--- src/rtl/game_flow_ctrl_if.sv ---
`default_nettype none
// +--------------------------------------------------------------------------+
// | Module   : game_flow_ctrl_if                                             |
// | Brief    : Input pulses and game-state outputs of the flow sequencer.    |
// | Revision : 1.0                                                           |
// +--------------------------------------------------------------------------+
interface game_flow_ctrl_if #(
  parameter int NUM_SKILLS = 3
);
  logic                  start_press;
  logic                  pause_press;
  logic                  ball_lost;
  logic                  bricks_clear;
  logic [NUM_SKILLS-1:0] skill_req;
  logic [2:0]            state;
  logic [3:0]            stage_idx;
  logic                  load_stage;
  logic [3:0]            lives;
  logic [2:0]            skill_pts;
  logic [NUM_SKILLS-1:0] skill_active;
  logic [NUM_SKILLS-1:0] skill_grant;

  // master drives the input pulses, slave is the sequencer itself
  modport master (
    output start_press, pause_press, ball_lost, bricks_clear, skill_req,
    input  state, stage_idx, load_stage, lives, skill_pts, skill_active, skill_grant
  );

  modport slave (
    input  start_press, pause_press, ball_lost, bricks_clear, skill_req,
    output state, stage_idx, load_stage, lives, skill_pts, skill_active, skill_grant
  );
endinterface
`default_nettype wire

--- src/rtl/game_flow_ctrl.sv ---
`default_nettype none
// +--------------------------------------------------------------------------+
// | Module   : game_flow_ctrl                                                |
// | Brief    : N-stage breakout game-flow sequencer with lives and skills.   |
// |            Optional GAMEFLOW_BONUS_LIFE_EN: +1 life per stage clear.     |
// | Revision : 1.0                                                           |
// +--------------------------------------------------------------------------+
module game_flow_ctrl #(
  parameter int NUM_STAGES   = 3,
  parameter int LIVES        = 5,
  parameter int SKILL_POINTS = 3,
  parameter int NUM_SKILLS   = 3,
  parameter int SKILL_TICKS  = 100,
  parameter int CLEAR_HOLD   = 40
) (
  input  logic                 clk,
  input  logic                 rst,
  game_flow_ctrl_if.slave      bus
);

  typedef enum logic [2:0] {
    S_MENU  = 3'd0,
    S_PLAY  = 3'd1,
    S_PAUSE = 3'd2,
    S_CLEAR = 3'd3,
    S_WIN   = 3'd4,
    S_LOSE  = 3'd5
  } state_t;

  localparam int             c_TW        = $clog2(SKILL_TICKS + 1);
  localparam int             c_HW        = $clog2(CLEAR_HOLD + 1);
  localparam logic [3:0]     c_LAST      = 4'(NUM_STAGES - 1);
  localparam logic [3:0]     c_LIVES     = 4'(LIVES);
  localparam logic [2:0]     c_PTS       = 3'(SKILL_POINTS);
  localparam logic [c_TW-1:0] c_TICKS    = c_TW'(SKILL_TICKS);
  localparam logic [c_HW-1:0] c_HOLD_LD  = c_HW'(CLEAR_HOLD - 1);

  state_t                r_state,       w_state;
  logic [3:0]            r_stage_idx,   w_stage_idx;
  logic                  r_load_stage,  w_load_stage;
  logic [3:0]            r_lives,       w_lives;
  logic [2:0]            r_skill_pts,   w_skill_pts;
  logic [NUM_SKILLS-1:0] r_skill_grant, w_skill_grant;
  logic [NUM_SKILLS-1:0] r_skill_active, w_skill_active;
  logic [c_TW-1:0]       r_timer [NUM_SKILLS];
  logic [c_TW-1:0]       w_timer [NUM_SKILLS];
  logic [c_HW-1:0]       r_hold,        w_hold;
  logic                  w_clear_timers;
  logic                  w_found;

  always_ff @(posedge clk or posedge rst) begin
    if (rst) begin
      r_state        <= S_MENU;
      r_stage_idx    <= '0;
      r_load_stage   <= 1'b0;
      r_lives        <= c_LIVES;
      r_skill_pts    <= c_PTS;
      r_skill_grant  <= '0;
      r_skill_active <= '0;
      r_hold         <= '0;
      for (int i = 0; i < NUM_SKILLS; i++) r_timer[i] <= '0;
    end else begin
      r_state        <= w_state;
      r_stage_idx    <= w_stage_idx;
      r_load_stage   <= w_load_stage;
      r_lives        <= w_lives;
      r_skill_pts    <= w_skill_pts;
      r_skill_grant  <= w_skill_grant;
      r_skill_active <= w_skill_active;
      r_hold         <= w_hold;
      for (int i = 0; i < NUM_SKILLS; i++) r_timer[i] <= w_timer[i];
    end
  end

  always_comb begin
    w_state        = r_state;
    w_stage_idx    = r_stage_idx;
    w_load_stage   = 1'b0;
    w_lives        = r_lives;
    w_skill_pts    = r_skill_pts;
    w_skill_grant  = '0;
    w_hold         = r_hold;
    w_clear_timers = 1'b0;
    w_found        = 1'b0;
    w_timer        = r_timer;

    case (r_state)
      S_MENU: begin
        if (bus.start_press) begin
          w_state        = S_PLAY;
          w_stage_idx    = '0;
          w_load_stage   = 1'b1;
          w_lives        = c_LIVES;
          w_skill_pts    = c_PTS;
          w_clear_timers = 1'b1;
        end
      end
      S_PLAY: begin
        for (int i = 0; i < NUM_SKILLS; i++)
          if (r_timer[i] != '0) w_timer[i] = r_timer[i] - 1'b1;
        // Leaving play for clear/win/lose drops every running skill.
        if (bus.bricks_clear) begin
          w_clear_timers = 1'b1;
          if (r_stage_idx == c_LAST) begin
            w_state = S_WIN;
          end else begin
            w_state = S_CLEAR;
            w_hold  = c_HOLD_LD;
`ifdef GAMEFLOW_BONUS_LIFE_EN
            if (r_lives != 4'd15) w_lives = r_lives + 4'd1;
`endif
          end
        end else if (bus.ball_lost && r_lives <= 4'd1) begin
          w_lives        = '0;
          w_state        = S_LOSE;
          w_clear_timers = 1'b1;
        end else begin
          if (bus.ball_lost)        w_lives = r_lives - 4'd1;
          else if (bus.pause_press) w_state = S_PAUSE;
          // Lowest-index eligible request wins; the rest are dropped.
          if (r_skill_pts != '0) begin
            for (int i = 0; i < NUM_SKILLS; i++) begin
              if (!w_found && bus.skill_req[i] && !r_skill_active[i]) begin
                w_found          = 1'b1;
                w_skill_grant[i] = 1'b1;
                w_timer[i]       = c_TICKS;
                w_skill_pts      = r_skill_pts - 3'd1;
              end
            end
          end
        end
      end
      S_PAUSE: begin
        if (bus.pause_press) w_state = S_PLAY;
      end
      S_CLEAR: begin
        if (r_hold == '0) begin
          w_state      = S_PLAY;
          w_stage_idx  = r_stage_idx + 4'd1;
          w_load_stage = 1'b1;
        end else begin
          w_hold = r_hold - 1'b1;
        end
      end
      S_WIN, S_LOSE: begin
        if (bus.start_press) begin
          w_state     = S_MENU;
          w_stage_idx = '0;
        end
      end
      default: w_state = S_MENU;
    endcase

    if (w_clear_timers)
      for (int i = 0; i < NUM_SKILLS; i++) w_timer[i] = '0;
  end

  genvar g;
  generate
    for (g = 0; g < NUM_SKILLS; g++) begin : g_skill_active
      assign w_skill_active[g] = (w_timer[g] != '0);
    end
  endgenerate

  assign bus.state        = r_state;
  assign bus.stage_idx    = r_stage_idx;
  assign bus.load_stage   = r_load_stage;
  assign bus.lives        = r_lives;
  assign bus.skill_pts    = r_skill_pts;
  assign bus.skill_active = r_skill_active;
  assign bus.skill_grant  = r_skill_grant;

endmodule
`default_nettype wire

--- src/flat_wrapper.sv ---
// flat-port wrapper written by rule: the top's interface ports become plain ports
module game_flow_ctrl_flat 
#(
  parameter int NUM_STAGES   = 3,
  parameter int LIVES        = 5,
  parameter int SKILL_POINTS = 3,
  parameter int NUM_SKILLS   = 3,
  parameter int SKILL_TICKS  = 100,
  parameter int CLEAR_HOLD   = 40
)
  (clk, rst, bus_start_press, bus_pause_press, bus_ball_lost, bus_bricks_clear, bus_skill_req, bus_state, bus_stage_idx, bus_load_stage, bus_lives, bus_skill_pts, bus_skill_active, bus_skill_grant);
  game_flow_ctrl_if #(.NUM_SKILLS(NUM_SKILLS)) bus_i ();
  input  logic clk;
  input  logic rst;
  input wire logic [$bits(bus_i.start_press)-1:0] bus_start_press;
  input wire logic [$bits(bus_i.pause_press)-1:0] bus_pause_press;
  input wire logic [$bits(bus_i.ball_lost)-1:0] bus_ball_lost;
  input wire logic [$bits(bus_i.bricks_clear)-1:0] bus_bricks_clear;
  input wire logic [$bits(bus_i.skill_req)-1:0] bus_skill_req;
  output wire logic [$bits(bus_i.state)-1:0] bus_state;
  output wire logic [$bits(bus_i.stage_idx)-1:0] bus_stage_idx;
  output wire logic [$bits(bus_i.load_stage)-1:0] bus_load_stage;
  output wire logic [$bits(bus_i.lives)-1:0] bus_lives;
  output wire logic [$bits(bus_i.skill_pts)-1:0] bus_skill_pts;
  output wire logic [$bits(bus_i.skill_active)-1:0] bus_skill_active;
  output wire logic [$bits(bus_i.skill_grant)-1:0] bus_skill_grant;
  assign bus_i.start_press = bus_start_press;
  assign bus_i.pause_press = bus_pause_press;
  assign bus_i.ball_lost = bus_ball_lost;
  assign bus_i.bricks_clear = bus_bricks_clear;
  assign bus_i.skill_req = bus_skill_req;
  assign bus_state = bus_i.state;
  assign bus_stage_idx = bus_i.stage_idx;
  assign bus_load_stage = bus_i.load_stage;
  assign bus_lives = bus_i.lives;
  assign bus_skill_pts = bus_i.skill_pts;
  assign bus_skill_active = bus_i.skill_active;
  assign bus_skill_grant = bus_i.skill_grant;
  game_flow_ctrl #(.NUM_STAGES(NUM_STAGES), .LIVES(LIVES), .SKILL_POINTS(SKILL_POINTS), .NUM_SKILLS(NUM_SKILLS), .SKILL_TICKS(SKILL_TICKS), .CLEAR_HOLD(CLEAR_HOLD)) u_core (.clk(clk), .rst(rst), .bus(bus_i));
endmodule
--- config.mk ---
export PLATFORM = sky130hd
export DESIGN_NAME = game_flow_ctrl_flat
export DESIGN_NICKNAME = d
export VERILOG_FILES = /design/src/rtl/game_flow_ctrl_if.sv /design/src/rtl/game_flow_ctrl.sv /design/src/flat_wrapper.sv
export SDC_FILE = /design/constraint.sdc
export NUM_CORES = 1
export LEC_CHECK = 0
export ABC_AREA = 1
export BUFFER_PORTS_ARGS = -buffer_cell sky130_fd_sc_hd__buf_4
export CAP_MARGIN = 25
export CELL_PAD_IN_SITES_DETAIL_PLACEMENT = 1
export CELL_PAD_IN_SITES_GLOBAL_PLACEMENT = 1
export CORE_ASPECT_RATIO = 0.8
export CORE_MARGIN = 10
export CORE_UTILIZATION = 46
export CTS_CLUSTER_DIAMETER = 50
export DETAILED_ROUTE_END_ITERATION = 10
export GPL_ROUTABILITY_DRIVEN = 0
export PLACE_DENSITY_LB_ADDON = 0.1
export SLEW_MARGIN = 20
export SYNTH_ARGS = -nofsm -noshare
export SYNTH_HDL_FRONTEND = slang
export SYNTH_SLANG_ARGS = --single-unit
--- constraint.sdc ---
create_clock -name clk -period 4.2 [get_ports clk]
set_input_delay 0.84 -clock clk [delete_from_list [all_inputs] [get_ports clk]]
set_output_delay 0.84 -clock clk [all_outputs]
set_load 0.05 [all_outputs]
After elaboration in Yosys (flattened, before gate mapping):

Index checks and enable logic that the tools add are counted.

* $add $sub $neg: 7
* multipliers: 0
* div/mod/pow operators: 0
* magnitude comparators: 1
* equality and inequality tests: 21
* shift operators: 0
* mux-type cells: 63
* bitwise operators: 0
* reductions and logical operators: 30

Operator list (count)
* two-way mux 21 bit: 5
* two-way mux 3 bit: 20
* two-way mux 7 bit: 6
* nonzero test 7 bit: 6
* two-way mux 4 bit: 6
* subtractor 7 x 1 -> 7 bit (second input constant): 3
* two-way mux 6 bit: 3
* two-way mux 1 bit: 16
* inequality test 2 bit (second input constant): 8
* one-hot mux 4 bit (2 select lines): 2
* one-hot mux 3 bit (5 select lines): 1
* one-hot mux 6 bit (2 select lines): 1
* AND reduction 6 bit: 2
* inequality test 4 x 3 -> 1 bit (second input constant): 2
* AND reduction 4 bit: 2
* == test 3 x 2 -> 1 bit (second input constant): 2
* == test 3 bit (second input constant): 2
* logical AND 1 bit: 6
* zero test 6 bit: 1
* inequality test 2 x 1 -> 1 bit (second input constant): 3
* one-hot mux 3 bit (2 select lines): 1
* nonzero test 2 bit: 3
* subtractor 6 x 1 -> 6 bit (second input constant): 1
* zero test 1 bit: 5
* other kinds (14): 15

* register bits after elaboration: 48
* bits in latches: 0
* memory bits (writable): 0
* ROM bits: 0
* bits of input ports: 9
* output and inout bits: 21
* logic and storage cells: 133
* memories: 0

Longest topological paths before layout:

* word-level depth: 25
* gate-level depth with buffers: 14
* depth with buffers taken out: 13

Least setup slack after synthesis:

OpenSTA, ideal clock, no wires.

* path kind: reg-to-reg
* from: reg u_core.r_lives[0], in the netlist u_core.bus.lives[0]
* to: reg u_core.r_skill_active[1], in the netlist u_core.bus.skill_active[1]
* library setup time: 0.119 ns
* arrival time: 1.939 ns
* data required time: 4.081 ns
* path slack: 2.142 ns
* stages on the path, launching flop included: 14
* buffers on the path: 1
* period minus slack after synthesis: 2.058 ns
* path through: dfstp_2 -> inv_1 -> ha_1 -> inv_1 -> nand2_1 -> nand3_1 -> buf_2 -> nand3_1 -> nor2_1 -> nor2_1 -> nand2_1 -> nand2_1 -> nor2_1 -> nand2_1

* word-level cells in the longest chain between the ends: 7
* elaborated cells between the ends (all ways): 10
* classes of those cells: order compare (1); mux (7); reduce/logical (2)

RTL lines
* start, declared: line game_flow_ctrl.sv:41 `logic [3:0] r_lives, w_lives;`
* start signal, assigned: line game_flow_ctrl.sv:56 `r_lives <= c_LIVES;`
* start signal, assigned: line game_flow_ctrl.sv:66 `r_lives <= w_lives;`
* <= comparator 4 x 1 -> 1 bit *: line game_flow_ctrl.sv:113 `end else if (bus.ball_lost && r_lives <= 4'd1) begin`
* logical AND 1 bit *: line game_flow_ctrl.sv:113
* two-way mux 1 bit or two-way mux 21 bit (tied branches): line game_flow_ctrl.sv:113
* two-way mux 1 bit or two-way mux 21 bit (tied branches): line game_flow_ctrl.sv:102 `if (bus.bricks_clear) begin`
* one-hot mux 1 bit (2 select lines) or two-way mux 21 bit (tied branches): line game_flow_ctrl.sv:87 `case (r_state)`
* two-way mux 21 bit *: line game_flow_ctrl.sv:154 `if (w_clear_timers)`
* nonzero test 7 bit *: line game_flow_ctrl.sv:161 `assign w_skill_active[g] = (w_timer[g] != '0);`
* net u_core.w_skill_active[1]: line game_flow_ctrl.sv:44 `logic [NUM_SKILLS-1:0] r_skill_active, w_skill_active;`
* end signal, assigned: line game_flow_ctrl.sv:69 `r_skill_active <= w_skill_active;`
* end, declared: line game_flow_ctrl.sv:44

The timed path passes the listed nets; every way through them passes the cells marked *.
A chain may end at the register's enable or synchronous reset.

Final worst setup path:

* from: reg u_core.r_state[2], in the netlist u_core.bus.state[2]
* to: reg u_core.r_skill_active[1], in the netlist u_core.bus.skill_active[1]

* word-level cells in the longest chain between the ends: 4
* elaborated cells between the ends (all ways): 6
* classes of those cells: eq/ne (1); mux (3); reduce/logical (2)

RTL lines
* start, declared: line game_flow_ctrl.sv:38 `state_t r_state, w_state;`
* start signal, assigned: line game_flow_ctrl.sv:63 `r_state <= w_state;`
* == test 3 x 1 -> 1 bit or zero test 3 bit (tied branches)
* one-hot mux 1 bit (2 select lines) or two-way mux 21 bit (tied branches): line game_flow_ctrl.sv:87
* two-way mux 21 bit *: line game_flow_ctrl.sv:154
* nonzero test 7 bit *: line game_flow_ctrl.sv:161
* net u_core.w_skill_active[1]: line game_flow_ctrl.sv:44

Marked as above.

==> summary.md <==
| Metric | Value |
|---|---|
| Clock Skews | `0.00287 ns` |
| Power share of the combinational group | `0.614` |
| Layout overhead on the synthesized area | `13.3%` |
| Fraction of registers with async set or reset after synthesis | `1.00` |
| Most frequently used cell type in the post-synthesis netlist | `nand2_1` |
| Bufs on Longest Clock Path | `2` |
| Fin nets | `506` |
| Post-DR vias/cell | `5.18` |
| Crit path kind | `reg -> reg` |
| Top-level I/O count | `30` |
| Sequential fraction of the synthesis area | `0.382` |
| Final Max Tran Viols | `0` |
| Wire length of the first global-routing pass | `15.5 mm` |
| Launch point of the critical path | `u_core.bus.state[2]` |
| Area fraction in and, or, nand and nor cells after synthesis | `0.370` |
| TritonCTS Buffers | `5` |
| Post-synth top area share | `0.349` |
| H-tree lvl count | `2` |
| Max-capacitance violation count | `0` |
| Data arrival time at the worst-slack endpoint | `2.77 ns` |
| Net count after synthesis | `474` |
| Clock Root Buffer | `clkbuf_8` |
| Sum of buffers and inverters on the critical path | `3` |
| FF+latch count, synth | `48` |
| Adder-cell share of the synthesized area | `0.0515` |
| Area contributors post-synth | `dfrtp_1, nand2_1, inv_1` |
| Register-to-register path setup slack | `1.64 ns` |
| Via count of the first global-routing pass | `3102` |
| Placeable Area | `6540 um^2` |
| Remaining Overflow, GRT | `0` |
| DRC violation total after the first TritonRoute iteration | `121` |
| Switch share | `0.532` |
| Post-Syn Instances | `452` |
| Number of distinct library cells after synthesis | `35` |
| Synth Area in Compound Gates | `0.0662` |
| Effective utilization at floorplan | `0.483` |
| Cell types with the highest counts after synthesis | `nand2_1, inv_1, nor2_1` |
| Ys Warns | `0` |
| Prevailing post-synth register cell | `dfrtp_1` |
| Portion of netlist area occupied by mux cells | `0` |
| Number of hold violations in the final report | `0` |
| Clock sinks | `48` |
| Library cell with the largest summed area after synthesis | `dfrtp_1` |
| Quantity of I/O buffers inserted on ports | `29` |
| R2R Path Start | `u_core.bus.state[2]` |
| Height of the chip | `94.1 um` |
| Post-synth EDFFs | `0` |
| Drt drc | `0` |
| Clk Latency, worst-skew pair | `0.31 ns` |
| Proportion of power drawn by flip-flops and latches | `0.263` |
| Class of the most critical hold timing path | `reg -> reg` |
| Cell at the slowest stage of the critical path | `nor2_4` |
| TritonCTS clock tree | `built` |
| Max Fanout on Critical Path | `24` |
| Slew headroom | `0.538` |
| Final worst path period share | `0.610` |
| Achievable frequency | `391 MHz` |
| Post-DP HPWL | `6.86 mm` |
| Avg WL per Cell | `15.8 um` |
| Start point of the worst min-delay path | `u_core.bus.skill_pts[0]` |
| Outcome | `completed` |
| Worst setup SP type | `flip-flop` |
| Synthesized area divided by synthesized cell count | `6.98 um^2` |
| Final core utilization | `0.547` |
| Maximum number of pins on one net before global-route repair | `31` |
| Setup TNS Final | `0 ns` |
| Ratio of total power to cell area | `835 nW/um^2` |
| Ordered cell list for the critical path | `inv_1, nand2_2, nor2_4, buf_4, nand3_1, nand2_2, inv_2, nand2_1, a21oi_2, nor2_1, nand2_1` |
| Cell type group with the largest total delay on the critical path | `simple AND/OR/NAND/NOR gates` |
| ANT cells | `0` |
| Count of nets left with antenna violations after detail routing | `0` |
| Crit path capture type | `flip-flop` |
| Switching power total | `1.59 mW` |
| Routed via count | `2949` |
| Internal portion of total power | `1.40 mW` |
| Count of standard-cell rows | `26` |
| Combinational family with the most area after synthesis | `simple AND/OR/NAND/NOR gates` |
| Worst Max-Slew Pin Slew | `0.692 ns` |
| Required arrival time at the worst endpoint | `4.41 ns` |
| Summed instance area of the synthesized netlist | `3160 um^2` |
| Unrepaired setup endpoints after global routing | `false` |
| Number of iterations in the first detailed-routing pass | `4` |
| Clock-pin slew on the worst setup and hold paths | `0.10 ns` |
| DIE AREA | `10600 um^2` |
| Peak VDD IR | `0.468 mV` |
| Count of final setup violators | `0` |
| Ratio of cells with drive above 1 in the final layout | `0.142` |
| CTS Hold Bufs | `0` |
| Final critical delay including setup and external delays | `2.56 ns` |
| XOR/XNOR Fraction of Synth Area | `0.0194` |
| Global Route Usage Sum | `0.176` |
| Leakage power | `2.01 nW` |
| Clock Power Share | `0.123` |
| DRT Wirelength | `8.98 mm` |
| Setup Buffers After CTS | `0` |
| Antenna violations before repair | `0` |
| Count of cells resized by post-cts repair | `0` |
| Highest cell delay on the worst timing path | `0.42 ns` |
| Horizontal die dimension | `113 um` |
worst min-delay path, delay by kind of cell (launching register included):
kind,cells,cell delay [ns]
DFF,1,0.40
and+or+nand+nor,2,0.11
worst paths after layout:
kind / end / cells past startpoint
worst max-delay path: u_core.bus.skill_active[1] / 11
worst min-delay path: u_core.bus.skill_pts[0] / 2
worst max register to register: u_core.bus.skill_active[1] / 11
worst min register to register: u_core.bus.skill_pts[0] / 2
max in group asynchronous: u_core.r_timer[14] / 3
min in group asynchronous: u_core.r_timer[17] / 2
layer usage:
| layer | routed length, um | share of wire | vias to the layer above | GRT usage |
|---|---|---|---|---|
| met5 | 0 | 0 | - | 0 |
| met4 | 96 | 0.011 | 0 | 0.0454 |
| met3 | 229 | 0.026 | 12 | 0.0294 |
| met2 | 4200 | 0.47 | 37 | 0.289 |
| met1 | 4450 | 0.50 | 1421 | 0.233 |
| li1 | - | - | 1479 | - |
placed cells by master, fill, tap and decap left out, types with 2 or more instances in the layout:
| master | n |
|---|---|
| a21oi_1 | 11 |
| buf_4 | 30 |
| clkbuf_8 | 6 |
| dfrtp_1 | 44 |
| dfstp_2 | 4 |
| ha_1 | 13 |
| inv_1 | 73 |
| inv_2 | 4 |
| nand2_1 | 118 |
| nand2_2 | 6 |
| nand3_1 | 42 |
| nand4_1 | 12 |
| nor2_1 | 60 |
| nor2_2 | 6 |
| nor2_4 | 2 |
| nor3_1 | 7 |
| o21ai_0 | 17 |
| o21ai_1 | 5 |
| or2_2 | 3 |
| xor2_1 | 6 |
registers in the layout, summed over array words and instances, names as in the netlist:
signal,count
u_core.bus.skill_active,3
u_core.bus.stage_idx,4
u_core.bus.skill_grant,3
u_core.r_hold,6
u_core.bus.state,3
u_core.r_timer,21
u_core.bus.skill_pts,3
u_core.bus.load_stage,1
u_core.bus.lives,4
metrics by stage:
step	instance area (um^2)	setup slack (ns)	hold WS (ns)	std cells	power [mW]
after global routing	3580	1.33	0.539	569	3.29
after detailed placement	3450	1.68	0.494	561	2.61
after floorplan	3160	2.14	0.511	452	2.17
after CTS	3580	1.64	0.506	569	3.00
final	3580	1.64	0.501	569	2.99
after global placement	3430	1.74	0.481	560	2.53
cells by family after synthesis:
| kind of cell | Yosys count |
|---|---|
| adders and majority gates | 13 |
| AOI/OAI and AO/OA | 39 |
| buffers and inverters | 83 |
| xor gates and xnor gates | 7 |
| DFF | 48 |
| and+or+nand+nor | 262 |
area by class of cell:
cell class / count / area [um^2]
Fill cell: 883 / 2960
Sequential cell: 48 / 1210
Multi-Input combinational cell: 321 / 1600
Tap cell: 84 / 105
Timing Repair Buffer: 31 / 253
Inverter: 77 / 289
Clock buffer: 6 / 82.6
Clock inverter: 2 / 38.8
power by group through the flow:
stage,registers (mW),logic (mW),clock network [mW]
6_report,0.786,1.83,0.368
5_1_grt,0.809,2.09,0.392
4_1_cts,0.784,1.84,0.372
3_5_place_dp,0.791,1.82,0
3_3_place_gp,0.784,1.74,0
2_1_floorplan,0.919,1.25,0
Power figures use the tool's default switching activity.
